[src/rtl/lpddr2_wt_cache.sv]
// Direct-mapped, write-through, one-word-line cache between the CPU request port
// and the LPDDR2 Avalon bridge. Read hits complete locally; misses and writes go to the bridge.
//
// state    | meaning
// ---------+---------------------------------------------------------------
// S_FLUSH  | clearing one valid bit per cycle, index 0 .. 2^INDEX_BITS-1
// S_IDLE   | waiting for a CPU request or a pending flush
// S_LOOKUP | indexed line read, tag compared against the registered address
// S_MEM_RD | read miss outstanding on the bridge, line fill on mem_done
// S_MEM_WR | write-through outstanding on the bridge, hit line updated on mem_done
// S_RESP   | one-cycle cpu_ready pulse
module lpddr2_wt_cache #(
   parameter int ADDR_W     = 27,
   parameter int INDEX_BITS = 6
) (
   input  logic              iCLK,
   input  logic              iRST_n,
   input  logic              cpu_rreq,
   input  logic              cpu_wreq,
   input  logic [ADDR_W-1:0] cpu_addr,
   input  logic [31:0]       cpu_wdata,
   output logic [31:0]       cpu_rdata,
   output logic              cpu_ready,
   output logic              cpu_busy,
   input  logic              flush,
   output logic              mem_rreq,
   output logic              mem_wreq,
   output logic [ADDR_W-1:0] mem_addr,
   output logic [31:0]       mem_wdata,
   input  logic [31:0]       mem_rdata,
   input  logic              mem_done,
   output logic [15:0]       hit_cnt,
   output logic [15:0]       miss_cnt
);

   localparam int LINES = 1 << INDEX_BITS;
   localparam int TAG_W = ADDR_W - INDEX_BITS;

   typedef enum logic [2:0] {
      S_FLUSH,
      S_IDLE,
      S_LOOKUP,
      S_MEM_RD,
      S_MEM_WR,
      S_RESP
   } state_t;

   state_t state, state_nxt;

   logic [ADDR_W-1:0]     req_addr;
   logic [31:0]           req_wdata;
   logic                  req_write;
   logic                  req_hit;
   logic                  flush_pend;
   logic [INDEX_BITS-1:0] flush_idx;

   logic [LINES-1:0]      valid;
   logic [TAG_W-1:0]      tag_mem  [LINES];
   logic [31:0]           data_mem [LINES];

   logic [INDEX_BITS-1:0] idx;
   logic [TAG_W-1:0]      tag;
   logic                  lookup_hit;
   logic                  fill;
   logic                  wr_upd;

   assign idx        = req_addr[INDEX_BITS-1:0];
   assign tag        = req_addr[ADDR_W-1:INDEX_BITS];
   assign lookup_hit = valid[idx] && (tag_mem[idx] == tag);
   assign fill       = (state == S_MEM_RD) && mem_done;
   assign wr_upd     = (state == S_MEM_WR) && mem_done && req_hit;

   assign cpu_busy   = (state != S_IDLE);
   assign cpu_ready  = (state == S_RESP);

   always_ff @(posedge iCLK or negedge iRST_n) begin
      if (!iRST_n) state <= S_FLUSH;
      else         state <= state_nxt;
   end

   always_comb begin
      state_nxt = state;
      case (state)
         S_FLUSH:  if (flush_idx == INDEX_BITS'(LINES - 1)) state_nxt = S_IDLE;
         S_IDLE: begin
            if (flush_pend || flush)       state_nxt = S_FLUSH;
            else if (cpu_rreq || cpu_wreq) state_nxt = S_LOOKUP;
         end
         S_LOOKUP: begin
            if (req_write)       state_nxt = S_MEM_WR;
            else if (lookup_hit) state_nxt = S_RESP;
            else                 state_nxt = S_MEM_RD;
         end
         S_MEM_RD: if (mem_done) state_nxt = S_RESP;
         S_MEM_WR: if (mem_done) state_nxt = S_RESP;
         S_RESP:   state_nxt = S_IDLE;
         default:  state_nxt = S_FLUSH;
      endcase
   end

   always_ff @(posedge iCLK or negedge iRST_n) begin
      if (!iRST_n) begin
         req_addr   <= '0;
         req_wdata  <= '0;
         req_write  <= 1'b0;
         req_hit    <= 1'b0;
         flush_pend <= 1'b0;
         flush_idx  <= '0;
         cpu_rdata  <= '0;
         mem_rreq   <= 1'b0;
         mem_wreq   <= 1'b0;
         mem_addr   <= '0;
         mem_wdata  <= '0;
         hit_cnt    <= '0;
         miss_cnt   <= '0;
      end else begin
         // A flush seen while busy is remembered and served on the next IDLE cycle.
         if (state != S_IDLE && flush) flush_pend <= 1'b1;

         case (state)
            S_FLUSH: flush_idx <= flush_idx + INDEX_BITS'(1);
            S_IDLE: begin
               if (flush_pend || flush) begin
                  flush_pend <= 1'b0;
               end else if (cpu_rreq || cpu_wreq) begin
                  req_addr  <= cpu_addr;
                  req_wdata <= cpu_wdata;
                  req_write <= cpu_wreq;
               end
            end
            S_LOOKUP: begin
               req_hit <= lookup_hit;
               if (req_write) begin
                  mem_wreq  <= 1'b1;
                  mem_addr  <= req_addr;
                  mem_wdata <= req_wdata;
               end else if (lookup_hit) begin
                  cpu_rdata <= data_mem[idx];
                  if (hit_cnt != 16'hFFFF) hit_cnt <= hit_cnt + 16'd1;
               end else begin
                  mem_rreq <= 1'b1;
                  mem_addr <= req_addr;
                  if (miss_cnt != 16'hFFFF) miss_cnt <= miss_cnt + 16'd1;
               end
            end
            S_MEM_RD: begin
               if (mem_done) begin
                  mem_rreq  <= 1'b0;
                  cpu_rdata <= mem_rdata;
               end
            end
            S_MEM_WR: if (mem_done) mem_wreq <= 1'b0;
            default: ;
         endcase
      end
   end

   // Line storage carries no reset; the FLUSH pass after reset clears every valid bit.
   always_ff @(posedge iCLK) begin
      if (state == S_FLUSH) valid[flush_idx] <= 1'b0;
      if (fill) begin
         valid[idx]    <= 1'b1;
         tag_mem[idx]  <= tag;
         data_mem[idx] <= mem_rdata;
      end
      if (wr_upd) data_mem[idx] <= req_wdata;
   end

endmodule

[config.mk]
export PLATFORM = sky130hd
export DESIGN_NAME = lpddr2_wt_cache
export DESIGN_NICKNAME = d
export VERILOG_FILES = /design/src/rtl/lpddr2_wt_cache.sv
export SDC_FILE = /design/constraint.sdc
export NUM_CORES = 2
export LEC_CHECK = 0
export CAP_MARGIN = 10
export CORE_UTILIZATION = 40
export CTS_CLUSTER_SIZE = 30
export DETAILED_ROUTE_END_ITERATION = 16
export HOLD_SLACK_MARGIN = 0.06
export SETUP_SLACK_MARGIN = 0.1
export SLEW_MARGIN = 40
export SYNTH_ARGS = -nofsm -noshare
export SYNTH_HDL_FRONTEND = slang
export SYNTH_SLANG_ARGS = --single-unit
[constraint.sdc]
create_clock -name iCLK -period 6.34 [get_ports iCLK]
set_input_delay 1.268 -clock iCLK [delete_from_list [all_inputs] [get_ports iCLK]]
set_output_delay 1.268 -clock iCLK [all_outputs]
set_load 0.05 [all_outputs]
==> After elaboration in Yosys (flattened, before gate mapping) <==
Memories as Yosys holds them, arrays and structs flattened.
Cells that the tools add are included.
{ "classes": {"addsub": 3, "magnitude_cmp": 4, "eq_ne": 20, "mux": 35, "bitwise": 7, "n_reduce_logical": 22} }
{ "op_table": {"columns": ["op", "n"], "rows": [
  ["2-to-1 mux 32 bit", 4],
  ["2-to-1 mux 64 bit", 2],
  ["bitwise AND 64 bit", 1],
  ["inverter 64 bit", 1],
  ["bitwise OR 64 bit", 1],
  ["case mux 32 bit (2 select lines)", 1],
  ["2-to-1 mux 27 bit", 2],
  ["adder 16 x 1 -> 16 bit (second input constant)", 2],
  ["!= test 16 bit (second input constant)", 2],
  ["== test 21 bit", 1],
  ["2-to-1 mux 3 bit", 6],
  ["!= test 2 bit (second input constant)", 8],
  ["AND reduction 4 bit", 4],
  ["case mux 3 bit (5 select lines)", 1],
  ["< comparator 6 x 7 -> 1 bit (second input constant)", 2],
  ["2-to-1 mux 1 bit", 14],
  ["demux 1 bit (select 6 bit)", 2],
  ["greater-or-equal comparator 6 x 1 -> 1 bit (second input constant)", 2],
  ["AND reduction 3 bit", 3],
  ["logical AND 1 bit", 7],
  ["adder 6 x 1 -> 6 bit (second input constant)", 1],
  ["binary-select mux 1 bit (select 6 bit)", 1],
  ["== test 3 x 2 -> 1 bit (second input constant)", 2],
  ["== test 3 bit (second input constant)", 2],
  ["other kinds (13)", 19]
]} }
{ "word_totals": {"ff_bits": 260, "ram_bits": 3392, "in_bits": 97, "output_inout_bits": 127, "wordCells": 108, "n_memories": 2} }
{ "memory_table": {"columns": ["name", "depth", "width", "rd", "rd_ports_with_merged_regs", "write_ports", "line_no", "rtl"], "rows": [
  ["data_mem", 64, 32, 1, 0, 1, "59", "logic [31:0] data_mem [LINES];"],
  ["tag_mem", 64, 21, 1, 0, 1, "58", "logic [TAG_W-1:0] tag_mem [LINES];"]
]} }

==> Depth between registers and ports, before layout <==
{ "logic_depth": {"depth_word": 9, "mapped_depth": 20, "ltp_nobuf": 11} }

==> Worst setup path before layout <==
OpenSTA, ideal clock, no wires.
{ "synth_path": {"path_kind": "reg-to-reg", "start": "register req_addr[0]", "end": "memory data_mem[12][0] (enable)", "setup_ns": 0.421, "t_arrival_ns": 4.110, "t_required_ns": 5.919, "slack_ns": 1.809, "path_stages_with_launch": 12, "path_buffers": 8, "synth_period_minus_slack_ns": 4.531, "path_cell_list": "dfrtp_1 -> buf_2 -> buf_6 -> buf_2 -> nor3b_1 -> clkbuf_1 -> clkbuf_1 -> clkbuf_1 -> buf_1 -> clkbuf_1 -> nand2_1 -> nor2_1"} }
{ "synth_rtl": {"columns": ["element", "line_no", "rtl"], "rows": [
  ["start, declared", "50", "logic [ADDR_W-1:0] req_addr;"],
  ["start signal, assigned", "126", "req_addr <= cpu_addr;"],
  ["end, declared", "59", null]
]} }
No word-level cell before the write port.

==> Worst setup path after layout <==
{ "layout_path": {"start": "register req_addr[2]", "end": "register cpu_rdata[18]"} }
{ "layout_via": {"elab_chain_cells": 5, "elab_cells_between_ends": 11, "cone_classes": "eq/ne (2); mux (5); reduce/logical (2); memory (2)"} }
{ "layout_rtl": {"columns": ["element", "line_no", "rtl"], "rows": [
  ["memory (64 x 21 bit) / binary-select mux 1 bit (select 6 bit) (equally long branches)", null, null],
  ["== test 21 bit / 2-to-1 mux 1 bit (equally long branches)", "69", "assign lookup_hit = valid[idx] && (tag_mem[idx] == tag);"],
  ["logical AND 1 bit", "69", null],
  ["!= test 2 bit (no source line)", null, null],
  ["AND reduction 4 bit (no source line)", null, null],
  ["end signal, assigned", "138", "cpu_rdata <= data_mem[idx];"],
  ["end signal, assigned", "149", "cpu_rdata <= mem_rdata;"],
  ["end, declared", "22", "output logic [31:0] cpu_rdata,"]
]} }
Parallel ways exist; a longest one is shown, timed or not. The select of a mux whose other input is x is not followed.
A chain may end at the register's enable or synchronous reset.

==> key figures <==
Outcome
  – Outcome: complete, no violations

Floorplanning
  – Die area: 351000 um^2
  – Initial Utilization: 40.2%
  – Die Wd: 592 um
  – Std cell rows: 216
  – IO Pins: 224
  – Core ar.: 346000 um^2
  – Chip Height: 592 um

Timing
  – Worst slew pin tran: 0.961 ns
  – Final setup margin: 0.405 ns
  – Setup_tns: 0 ns
  – Fmax: 0.168 GHz
  – Worst slew margin: 35.6%
  – Setup violators final: 0
  – Final hold violations: 0
  – Final min period: 5.94 ns
  – RSZ-0062 raised after global routing: no
  – Clock skew: 0.0597 ns
  – Final Max Tran Viols: 0
  – Tcrit/Tclk final: 93.6%

Clock tree
  – Root Buffer: clkbuf_16
  – CTS max path bufs: 4
  – Postcts setup bufs: 0
  – Clk sinks: 3652
  – TritonCTS Buffers: 355
  – Clk slew on worst S/H paths: 0.07 ns
  – Worst skew pair latency: 0.92 ns
  – CTS Hold Bufs: 0
  – Resized cells post-CTS: 0
  – # H-tree levels: 5
  – CTS tree: done

Worst setup path
  – Critical Path Start: req_addr[2]
  – Critical path launch point type: flip-flop
  – Critical-path top delay cell: dfrtp_4
  – CP bufs+invs: 3
  – Setup CP Type: reg -> reg
  – Top cell by count, worst path: buf_4
  – Critical path required time: 7.11 ns
  – CP peak stage delay: 0.85 ns
  – Cell family with most CP delay: simple AND/OR/NAND/NOR gates
  – Worst R2R Setup Slack: 0.40 ns
  – Critical R2R Launch: req_addr[2]
  – CP Capture Type: flip-flop
  – Critical-path cell list: buf_4, mux2i_1, o22ai_1, o21ai_1, nand4_1, or3_1, a2111oi_2, nand4_2, nor3_2, buf_4, nor2_4, buf_12, mux2_4
  – Crit path DAT: 6.71 ns
  – Critical Path Fanout Max: 41
  – Worst R2R End: cpu_rdata[18]
  – Reg2reg path depth: 13

GRT
  – Largest net degree at the start of global routing: 144
  – GRT Total Usage: 26.2%
  – Global-route wire length before repair: 647000 um
  – Vias in the first global route: 80100
  – GRT overflow: 0
  – Antenna violations before repair: 16

Synthesis
  – Syn_area_per_cell: 17.6 um^2
  – #FFs+latches synth: 3652
  – Syn. warnings: 0
  – Gate Count Post-Synth: 7940
  – Syn nets: 8040
  – Number of distinct library cells after synthesis: 88
  – EDFF count, synth: 3392
  – Top FF cell, synth: edfxtp_1
  – Ys async rst share: 5.37%
  – Synth Cell Area: 139000 um^2
  – Seq/Total Area, Yosys: 77.5%

Detailed routing
  – Final wirelength: 471000 um
  – Met3 Wirelength: 51100 um
  – Initial DRC Count: 12200
  – Wire length per cell: 35.4 um
  – DR WL met2: 217000 um
  – DRT met1 WL: 176000 um
  – DR vias: 84300
  – Top Metal Used: met5
  – DRC: 0
  – Post-route ant nets: 0
  – First-pass iteration count of the detailed router: 8
  – Vias per inst: 6.34

Layout
  – Register area: 108000 um^2
  – Layout cells sized above 1: 18.2%
  – Net count, final: 8529
  – Area of the multi-input gates: 29800 um^2
  – Fillcell total: 29100
  – Area Overhead vs Synth: 15.9%
  – Final Cell Area: 162000 um^2
  – Util after Layout: 46.6%

Pwr
  – Logic pwr share: 5.4%
  – Internal power: 38700 uW
  – Flop pwr share: 53.1%
  – Switching Share: 22.1%
  – Total net switching power: 11000 uW
  – Worst IR Drop VDD: 0.271 mV
  – Leakage: 0.0533 uW
  – Cell Pwr Density: 308 nW/um^2
  – Clock power share: 41.4%

Placement
  – Post-place setup slack: 0.510 ns
  – Post-DP Area: 150000 um^2
  – DP HPWL: 275000 um
  – IO buf count: 223
  – Gpl congestion: 0.915

Job
  – Max-Cap Viols: 0

Worst hold path
  – Hold Crit Class: in -> async
==> cell families after synthesis <==
family                   Yosys count  share of synthesized area [%]
AO/OA/AOI/OAI                   1980                           10.3
buffers and inverters            603                           1.89
flip-flops                      3652                           77.5
multiplexers                     781                           6.92
AND/OR/NAND/NOR                  872                           3.09
XOR/XNOR                          49                          0.308
adder cells (fa/ha/maj)            3                         0.0269
==> registers in the layout (all words and copies together) (netlist names) <==
signal and cells:
mem_wdata 32, flush_idx 6, data_mem 2048, valid 64
mem_rreq 1, cpu_rdata 32, mem_addr 27, miss_cnt 16
tag_mem 1344, flush_pend 1, state 3, hit_cnt 16
mem_wreq 1, req_write 1, req_addr 27, req_wdata 32
req_hit 1
==> cells in the final DEF (no fill, tap or decap), types with 70 or more instances in the layout <==
cell type,Yosys,routed
a21oi_1,198,195
a221oi_1,296,296
a22o_1,98,98
a22oi_1,629,629
a31oi_1,83,83
buf_4,42,382
clkbuf_1,328,92
clkbuf_16,0,365
clkdlybuf4s50_1,0,222
dfrtp_1,196,169
edfxtp_1,3392,3392
mux2_2,269,250
mux2i_1,373,371
mux4_2,108,108
nand2_1,174,171
nand3_1,78,77
nand4_1,95,95
nor2_1,310,175
nor2_4,0,70
o21ai_0,258,250
o22ai_1,115,114
==> synth_stat cells (11+ instances only) <==
cell type,instances,area (um^2)
a22o_1,98,858
buf_2,113,566
nand2_1,174,653
dfxtp_1,64,1280
o31ai_1,21,158
mux2_4,28,420
nand4_1,95,594
or3_1,12,75.1
nor3_1,18,90.1
dfrtp_1,196,4900
a211oi_1,16,120
nor4_1,15,93.8
xor2_1,22,193
clkbuf_1,328,1230
nor2b_1,11,68.8
buf_4,42,315
o32ai_1,36,315
buf_1,65,244
a221o_1,42,420
xnor2_1,27,236
o211ai_1,36,270
o22ai_1,115,719
inv_1,42,158
mux2i_1,373,3730
o221ai_1,20,175
nand2b_1,12,75.1
a31oi_1,83,519
a41oi_1,34,298
edfxtp_1,3392,102000
and3_1,51,319
mux4_2,108,2430
o2111ai_1,11,96.3
a221oi_1,296,2590
nand3_1,78,390
mux2_2,269,3030
and2_1,15,93.8
nand3b_1,31,233
o22a_1,21,184
nor2_1,310,1160
o21ai_0,258,1290
a22oi_1,629,4720
a21oi_1,198,991
==> power groups by stage <==
stage               Sequential (uW)  Combinational, uW  Clock, uW
global route                  26400               2750      21600
floorplan                     27000               1180          0
global placement              26900               2580          0
detailed placement            26900               2630          0
finish                        26400               2700      20600
CTS                           26400               2640      20700
==> stage by stage <==
stage / hold slack (ns) / std cells / total power, uW
after floorplan: 0.439 / 7940 / 28200
after global placement: 0.457 / 12600 / 29500
after detailed placement: 0.470 / 12600 / 29600
after CTS: 0.291 / 13300 / 49800
after global routing: 0.319 / 13300 / 50700
final: 0.294 / 13300 / 49700
==> worst max-delay path by stage <==
stage,endpoint,slack [ns],depth (start not counted)
global placement,cpu_rdata[15],0.37,11
CTS,cpu_rdata[18],0.50,13
global route,cpu_rdata[2],0.46,13
finish,cpu_rdata[18],0.40,13
detailed placement,cpu_rdata[23],0.51,13
floorplan,data_mem[12][0],1.81,11
==> worst register-to-register path, delay by kind of cell (launching register included) <==
kind | cells | cell delay, ns
AOI/OAI and AO/OA | 3 | 1.52
buffers and inverters | 3 | 1.17
DFF | 1 | 0.85
muxes | 2 | 0.73
and+or+nand+nor | 5 | 1.55
==> layout make-up <==
| class | instances | area share (%) |
|---|---|---|
| antenna | 12 | 0.0186 |
| clock buffer | 467 | 5.95 |
| clock inverter | 163 | 0.878 |
| inverter | 45 | 0.108 |
| multi-input combinational | 3685 | 18.5 |
| sequential | 3652 | 66.9 |
| tap | 4578 | 3.55 |
| timing repair buffer | 690 | 4.11 |
==> routing by layer <==
layer  GRT usage (%)  vias up
met4            13.2        8
li1                -    33600
met3            5.32     1048
met2            41.0     5670
met1            34.9    44000
met5               0        -
Power figures use the tool's default switching activity.
